`src/rtl/me_pkg.sv`:
```
// Shared constants and width helpers for the motion-estimation SAD engine.
package me_pkg;

    localparam int DEF_ELEMENT_BIT_DEPTH = 14;
    localparam int DEF_ROWS              = 8;
    localparam int DEF_CANDIDATES        = 16;

    // The adder tree always has eight inputs, one per pixel of a row.
    localparam int LANES = 8;

    // Block SAD width: one row sum plus enough headroom for ROWS of them.
    function automatic int calc_sad_w(input int ebd, input int rows);
        return ebd + $clog2(rows);
    endfunction

    // Candidate index width.
    function automatic int calc_idx_w(input int candidates);
        return $clog2(candidates);
    endfunction

endpackage

```
`src/rtl/sad_row_accum_ctrl_if.sv`:
```
// Row-in / block-SAD-out handshake bundle for the SAD row accumulator.
interface sad_row_accum_ctrl_if #(
    parameter int ELEMENT_BIT_DEPTH = me_pkg::DEF_ELEMENT_BIT_DEPTH,
    parameter int SAD_W = me_pkg::calc_sad_w(me_pkg::DEF_ELEMENT_BIT_DEPTH, me_pkg::DEF_ROWS),
    parameter int IDX_W = me_pkg::calc_idx_w(me_pkg::DEF_CANDIDATES)
);

    logic                                       in_valid;
    logic                                       in_ready;
    logic [me_pkg::LANES*ELEMENT_BIT_DEPTH-1:0] in_row;
    logic                                       out_valid;
    logic                                       out_ready;
    logic [SAD_W-1:0]                           out_sad;
    logic [IDX_W-1:0]                           out_idx;
    logic                                       out_last;

    // Environment side: supplies rows and consumes results.
    modport master (
        output in_valid, in_row, out_ready,
        input  in_ready, out_valid, out_sad, out_idx, out_last
    );

    // Accumulator side.
    modport slave (
        input  in_valid, in_row, out_ready,
        output in_ready, out_valid, out_sad, out_idx, out_last
    );

endinterface

```
`src/rtl/sad_min_tracker.sv`:
```
// Running minimum of block SADs across one search window; candidate 0 restarts it.
module sad_min_tracker #(
    parameter int SAD_W = 17,
    parameter int IDX_W = 4
) (
    input  logic             clk,
    input  logic             rst,
    input  logic             load,
    input  logic [SAD_W-1:0] sad,
    input  logic [IDX_W-1:0] idx,
    output logic [SAD_W-1:0] best_sad,
    output logic [IDX_W-1:0] best_idx
);

    // Take the first candidate unconditionally, later ones only if strictly smaller so ties keep the earlier index.
    always_ff @(posedge clk) begin
        if (rst) begin
            best_sad <= '0;
            best_idx <= '0;
        end else if (load) begin
            if ((idx == '0) || (sad < best_sad)) begin
                best_sad <= sad;
                best_idx <= idx;
            end
        end
    end

endmodule

```
`src/rtl/sad_row_accum_ctrl.sv`:
```
// Sequencer for the 8-input SAD adder tree: registers rows onto the tree,
// accumulates row sums into block SADs and tracks the window minimum.
module sad_row_accum_ctrl
    import me_pkg::*;
#(
    parameter int ELEMENT_BIT_DEPTH = DEF_ELEMENT_BIT_DEPTH,
    parameter int ROWS              = DEF_ROWS,
    parameter int CANDIDATES        = DEF_CANDIDATES,
    localparam int SAD_W            = calc_sad_w(ELEMENT_BIT_DEPTH, ROWS),
    localparam int IDX_W            = calc_idx_w(CANDIDATES)
) (
    input  logic                               clk,
    input  logic                               rst,
    sad_row_accum_ctrl_if.slave                bus,
    output logic [LANES*ELEMENT_BIT_DEPTH-1:0] tree_addend,
    input  logic [ELEMENT_BIT_DEPTH-1:0]       tree_sum,
    output logic [SAD_W-1:0]                   best_sad,
    output logic [IDX_W-1:0]                   best_idx
);

    localparam int ROW_W = $clog2(ROWS);

    logic             s1_valid;
    logic             s1_last;
    logic             s1_first;
    logic [ROW_W-1:0] row_cnt;
    logic [IDX_W-1:0] cand_cnt;
    logic [SAD_W-1:0] acc;
    logic [SAD_W-1:0] sum;
    logic             s1_adv;
    logic             accept;
    logic             result_load;

    // The last row of a block may only leave stage 1 once the output register is free or being drained.
    always_comb begin
        s1_adv      = s1_valid && !(s1_last && bus.out_valid && !bus.out_ready);
        accept      = bus.in_valid && bus.in_ready;
        result_load = s1_adv && s1_last;
        sum         = (s1_first ? '0 : acc) + SAD_W'(tree_sum);
    end

    assign bus.in_ready = !s1_valid || s1_adv;

    // Stage 1: hold the accepted row on the adder-tree inputs and remember its position in the block.
    always_ff @(posedge clk) begin
        if (rst) begin
            tree_addend <= '0;
            s1_valid    <= 1'b0;
            s1_last     <= 1'b0;
            s1_first    <= 1'b0;
            row_cnt     <= '0;
        end else if (accept) begin
            tree_addend <= bus.in_row;
            s1_valid    <= 1'b1;
            s1_last     <= (row_cnt == ROW_W'(ROWS - 1));
            s1_first    <= (row_cnt == '0);
            row_cnt     <= (row_cnt == ROW_W'(ROWS - 1)) ? '0 : row_cnt + 1'b1;
        end else if (s1_adv) begin
            s1_valid <= 1'b0;
        end
    end

    // Stage 2: fold each row sum into the accumulator and publish the block SAD on the last row.
    always_ff @(posedge clk) begin
        if (rst) begin
            acc          <= '0;
            cand_cnt     <= '0;
            bus.out_valid <= 1'b0;
            bus.out_sad   <= '0;
            bus.out_idx   <= '0;
            bus.out_last  <= 1'b0;
        end else begin
            if (s1_adv && !s1_last) begin
                acc <= sum;
            end
            if (result_load) begin
                acc           <= '0;
                bus.out_sad   <= sum;
                bus.out_idx   <= cand_cnt;
                bus.out_last  <= (cand_cnt == IDX_W'(CANDIDATES - 1));
                bus.out_valid <= 1'b1;
                cand_cnt      <= (cand_cnt == IDX_W'(CANDIDATES - 1)) ? '0 : cand_cnt + 1'b1;
            end else if (bus.out_valid && bus.out_ready) begin
                bus.out_valid <= 1'b0;
            end
        end
    end

    sad_min_tracker #(
        .SAD_W (SAD_W),
        .IDX_W (IDX_W)
    ) u_min_tracker (
        .clk      (clk),
        .rst      (rst),
        .load     (result_load),
        .sad      (sum),
        .idx      (cand_cnt),
        .best_sad (best_sad),
        .best_idx (best_idx)
    );

endmodule

```
`src/flat_wrapper.sv`:
```
// flat-port wrapper written by rule: the top's interface ports become plain ports
module sad_row_accum_ctrl_flat import me_pkg::*;
#(
    parameter int ELEMENT_BIT_DEPTH = DEF_ELEMENT_BIT_DEPTH,
    parameter int ROWS              = DEF_ROWS,
    parameter int CANDIDATES        = DEF_CANDIDATES,
    localparam int SAD_W            = calc_sad_w(ELEMENT_BIT_DEPTH, ROWS),
    localparam int IDX_W            = calc_idx_w(CANDIDATES)
)
  (clk, rst, tree_addend, tree_sum, best_sad, best_idx, bus_in_valid, bus_in_row, bus_out_ready, bus_in_ready, bus_out_valid, bus_out_sad, bus_out_idx, bus_out_last);
  sad_row_accum_ctrl_if #(.ELEMENT_BIT_DEPTH(ELEMENT_BIT_DEPTH)) bus_i ();
  input  logic clk;
  input  logic rst;
  output logic [LANES*ELEMENT_BIT_DEPTH-1:0] tree_addend;
  input  logic [ELEMENT_BIT_DEPTH-1:0] tree_sum;
  output logic [SAD_W-1:0] best_sad;
  output logic [IDX_W-1:0] best_idx;
  input wire logic [$bits(bus_i.in_valid)-1:0] bus_in_valid;
  input wire logic [$bits(bus_i.in_row)-1:0] bus_in_row;
  input wire logic [$bits(bus_i.out_ready)-1:0] bus_out_ready;
  output wire logic [$bits(bus_i.in_ready)-1:0] bus_in_ready;
  output wire logic [$bits(bus_i.out_valid)-1:0] bus_out_valid;
  output wire logic [$bits(bus_i.out_sad)-1:0] bus_out_sad;
  output wire logic [$bits(bus_i.out_idx)-1:0] bus_out_idx;
  output wire logic [$bits(bus_i.out_last)-1:0] bus_out_last;
  assign bus_i.in_valid = bus_in_valid;
  assign bus_i.in_row = bus_in_row;
  assign bus_i.out_ready = bus_out_ready;
  assign bus_in_ready = bus_i.in_ready;
  assign bus_out_valid = bus_i.out_valid;
  assign bus_out_sad = bus_i.out_sad;
  assign bus_out_idx = bus_i.out_idx;
  assign bus_out_last = bus_i.out_last;
  sad_row_accum_ctrl #(.ELEMENT_BIT_DEPTH(ELEMENT_BIT_DEPTH), .ROWS(ROWS), .CANDIDATES(CANDIDATES)) u_core (.clk(clk), .rst(rst), .bus(bus_i), .tree_addend(tree_addend), .tree_sum(tree_sum), .best_sad(best_sad), .best_idx(best_idx));
endmodule
```
`config.mk`:
```
export PLATFORM = sky130hd
export DESIGN_NAME = sad_row_accum_ctrl_flat
export DESIGN_NICKNAME = d
export VERILOG_FILES = /design/src/rtl/me_pkg.sv /design/src/rtl/sad_row_accum_ctrl_if.sv /design/src/rtl/sad_min_tracker.sv /design/src/rtl/sad_row_accum_ctrl.sv /design/src/flat_wrapper.sv
export SDC_FILE = /design/constraint.sdc
export NUM_CORES = 1
export LEC_CHECK = 0
export BUFFER_PORTS_ARGS = -buffer_cell sky130_fd_sc_hd__buf_2
export CAP_MARGIN = 25
export CORE_UTILIZATION = 43
export CTS_CLUSTER_DIAMETER = 50
export CTS_CLUSTER_SIZE = 14
export DETAILED_ROUTE_END_ITERATION = 6
export PLACE_DENSITY = 0.72
export SETUP_SLACK_MARGIN = 0.15
export SLEW_MARGIN = 20
export SYNTH_ARGS = -nofsm -noshare
export SYNTH_HDL_FRONTEND = slang
export SYNTH_HIERARCHICAL = 1
export SYNTH_SLANG_ARGS = --single-unit
```
`constraint.sdc`:
```
create_clock -name clk -period 11.3 [get_ports clk]
set_input_delay 1.13 -clock clk [delete_from_list [all_inputs] [get_ports clk]]
set_output_delay 1.13 -clock clk [all_outputs]
set_load 0.02 [all_outputs]
```
==> run_results.csv <==
group,metric,value,unit
floorplan,rows,49,
synth,synth_common_cells,"283 x nand2_1, 183 x dfxtp_1, 155 x a21oi_1",
sta,tightest_slew,0.989,ns
worst_setup_path,cp-startpoint,"u_core/s1_first",
clock_tree,post-cts-setup-buffer-count,0,
worst_setup_path,r2r_setup_slack,6.15,ns
layout,areaGrowthSynthToFinish,26.4,%
status,status,"finished with violations",
status,violations,"DRC",
place,dpl.hpwl,16.6,mm
detailed_routing,first_pass_iters,7,
power_and_ir_drop,seqPwrFrac,0.447,
place,place_inst,1449,
floorplan,fp.dieH,139,um
power_and_ir_drop,ir_drop,0.000141,V
worst_setup_path,crit_path_max_fanout,21,
floorplan,die-area,19300,um^2
clock_tree,numCtsBuffers,17,
synth,synth_top_area_frac,0.453,
synth,synth-seq-cells,183,
clock_tree,path_clk_slew,0.07,ns
clock_tree,cts_tree,"done",
worst_setup_path,worstReg2RegStart,"u_core/s1_first",
synth,ys.flop_type,"dfxtp_1",
clock_tree,ctsResizeCount,0,
sta,rsz0062_at_grt,"false",
detailed_routing,wl_per_cell,15.9,um
clock_tree,htreeDepth,4,
synth,yosys.area.top_type,"dfxtp_1",
power_and_ir_drop,p_sw,459,uW
detailed_routing,via_per_inst,5.13,
layout,nNetsFinal,1404,
clock_tree,clock_sinks,183,
sta,relSlewSlack,0.341,
synth,ys_top_cells_by_area,"dfxtp_1 45%, nand2_1 13%, a21oi_1 9.6%, ha_1 5.3%, nand2b_1 3.4%",
worst_setup_path,worstReg2RegEnd,"u_core/u_min_tracker/best_sad[3]",
grt,grt_pass1_vias,7305,
worst_setup_path,endpoint,"u_core/u_min_tracker/best_sad[3]",
flow_run,cap_viol_max_count,0,
layout,fin_cells,1480,
synth,synth_cells,991,
place,port_buffers,286,
grt,antenna_found_initial,0,
sta,finalCritPeriodShare,0.456,
detailed_routing,wirelength,23.6,mm
grt,grt-ovfl-total,0,
detailed_routing,drc,5,
worst_setup_path,cp.required,11.60,ns
sta,post-route-min-period,5.15,ns
sta,fin_tns_setup,0,ns
synth,post_synth.cell_area_avg,8.15,um^2
sta,hold_violations,0,
sta,setup_viol,0,
floorplan,start_util,0.444,
synth,async_reset_ff_frac,0,
synth,yosys.cell_count.top_type,"nand2_1",
worst_hold_path,hold_class,"reg2reg",
layout,drive_gt1_frac,0.274,
sta,skew,0.0144,ns
synth,syn_nets,1156,
floorplan,die_w,139,um
clock_tree,insertion_delay,0.43,ns
synth,syn_area,8080,um^2
synth,yosys_warnings,6,
synth,yosysUniqueCellTypes,63,
clock_tree,cts-hold-fix-buffers,0,
worst_setup_path,startpoint_type,"register",
grt,grt_pass1_wl,37.2,mm
sta,max_freq,194,MHz
synth,yosysSeqAreaShare,0.453,
sta,final_max_slew_viol_count,0,
power_and_ir_drop,p_leak,4.85,nW
floorplan,core-area,18200,um^2
power_and_ir_drop,p_int,1.08,mW
floorplan,boundaryPins,287,
worst_setup_path,cp_data_arrival_time,5.45,ns
place,gp_congestion,0.884,
clock_tree,clockRootBuffer,"clkbuf_16",
detailed_routing,drtIter0Drc,440,
grt,track_usage,0.243,
power_and_ir_drop,power.density,151,nW/um^2
detailed_routing,ant_nets,0,
clock_tree,clock_path_buffers,2,
synth,synth-edff-count,0,
grt,grt_max_degree,113,
layout,nFillCells,1714,
worst_setup_path,path_class,"reg2reg",
worst_setup_path,r2r_cells,14,
worst_setup_path,cp-end-kind,"register",
detailed_routing,routed-via-count,7598,
power_and_ir_drop,clkPwrFrac,0.395,
power_and_ir_drop,swShare,0.297,
power_and_ir_drop,combPwrFrac,0.158,
layout,diodes,0,
[cell usage in the layout, fill, tap and decap left out, types with 3 or more instances in the layout]
master and count:
inv_8 5, dfxtp_1 183, mux2i_1 23, and3_1 4, a211oi_1 4, inv_6 3
clkbuf_16 17, nor2_1 26, nand4_1 8, ha_1 34, nand2_1 282, a21oi_1 155
nor3_1 6, o221a_2 6, buf_4 5, nor2b_1 18, inv_1 26, buf_2 285
clkinv_8 3, o21ai_0 14, a21o_1 9, o211ai_1 4, a31oi_1 6, and4_1 3
nand3_1 9, xnor2_1 8, nand2b_1 44, nand3b_1 3, xor2_1 6, a22oi_1 3
[cell families (layout without fill, tap and decap cells)]
kind of cell / count (synthesis) / in the layout / synth area share
xor+xnor: 14 / 14 / 0.0152
compound gates: 230 / 230 / 0.172
flops: 183 / 183 / 0.453
buf+inv: 90 / 350 / 0.0466
fa+ha+maj: 35 / 35 / 0.0551
mux: 23 / 23 / 0.0285
simple gates: 416 / 416 / 0.229
[per-layer routing]
layer,vias up,share of wire,global-route usage
met5,-,0,0
met4,0,0.037,0.119
met3,44,0.072,0.0763
met2,253,0.48,0.402
met1,3479,0.41,0.285
li1,3822,-,-
[layout make-up]
type / count / area [um^2] / area share
multi-input combinational: 718 / 4050 / 0.396
tap: 229 / 287 / 0.0280
clock inverter: 14 / 179 / 0.0175
sequential: 183 / 3660 / 0.359
clock buffer: 17 / 425 / 0.0416
inverter: 26 / 97.6 / 0.00955
timing repair buffer: 293 / 1510 / 0.148
[metrics by stage]
stage	utilization	hold slack [ns]	power [mW]	setup WS, ns	cell area [um^2]
after floorplan	-	0.427	0.862	6.92	8080
after global placement	0.526	0.438	0.942	6.08	9580
after detailed placement	0.528	0.443	0.947	5.87	9610
after CTS	0.561	0.453	1.56	6.13	10200
after global routing	0.561	0.473	1.61	5.91	10200
final	0.561	0.452	1.54	6.15	10200
[worst min-delay path by stage]
stage                            start                      end  cells past startpoint
2_1_floorplan            u_core/acc[1]            u_core/acc[1]                      2
3_3_place_gp   u_core/tree_addend[101]  u_core/tree_addend[101]                      2
3_5_place_dp    u_core/tree_addend[51]   u_core/tree_addend[51]                      2
4_1_cts         u_core/tree_addend[51]   u_core/tree_addend[51]                      2
5_1_grt         u_core/tree_addend[79]   u_core/tree_addend[79]                      2
6_report        u_core/tree_addend[56]   u_core/tree_addend[56]                      2
[power by group through the flow]
| stage | clock [mW] | sequential (mW) | combinational (mW) |
|---|---|---|---|
| 3_5_place_dp | 0 | 0.705 | 0.242 |
| 2_1_floorplan | 0 | 0.732 | 0.130 |
| 3_3_place_gp | 0 | 0.704 | 0.238 |
| 4_1_cts | 0.623 | 0.691 | 0.244 |
| 5_1_grt | 0.651 | 0.695 | 0.268 |
| 6_report | 0.610 | 0.691 | 0.244 |
[worst max-delay path, stage by stage (launching register included)]
cell and delay (ns):
dfxtp_1 0.82, nor2b_1 0.10, ha_1 0.24, fa_1 0.41
a21o_1 0.24, a221oi_4 0.40, o22ai_2 0.15, o311a_2 0.43
xor2_1 0.35, ha_1 0.32, and4_1 0.22, a221oi_1 0.40
o2111ai_2 0.41, buf_4 0.37, mux2i_1 0.15
[registers in the layout, indices dropped and copies added, names as in the netlist]
| signal | cells |
|---|---|
| u_core/acc | 17 |
| u_core/bus.out_idx | 4 |
| u_core/bus.out_last | 1 |
| u_core/bus.out_sad | 17 |
| u_core/bus.out_valid | 1 |
| u_core/cand_cnt | 4 |
| u_core/row_cnt | 3 |
| u_core/s1_first | 1 |
| u_core/s1_last | 1 |
| u_core/s1_valid | 1 |
| u_core/tree_addend | 112 |
| u_core/u_min_tracker/best_idx | 4 |
| u_core/u_min_tracker/best_sad | 17 |
(Power assumes the default switching activity.)
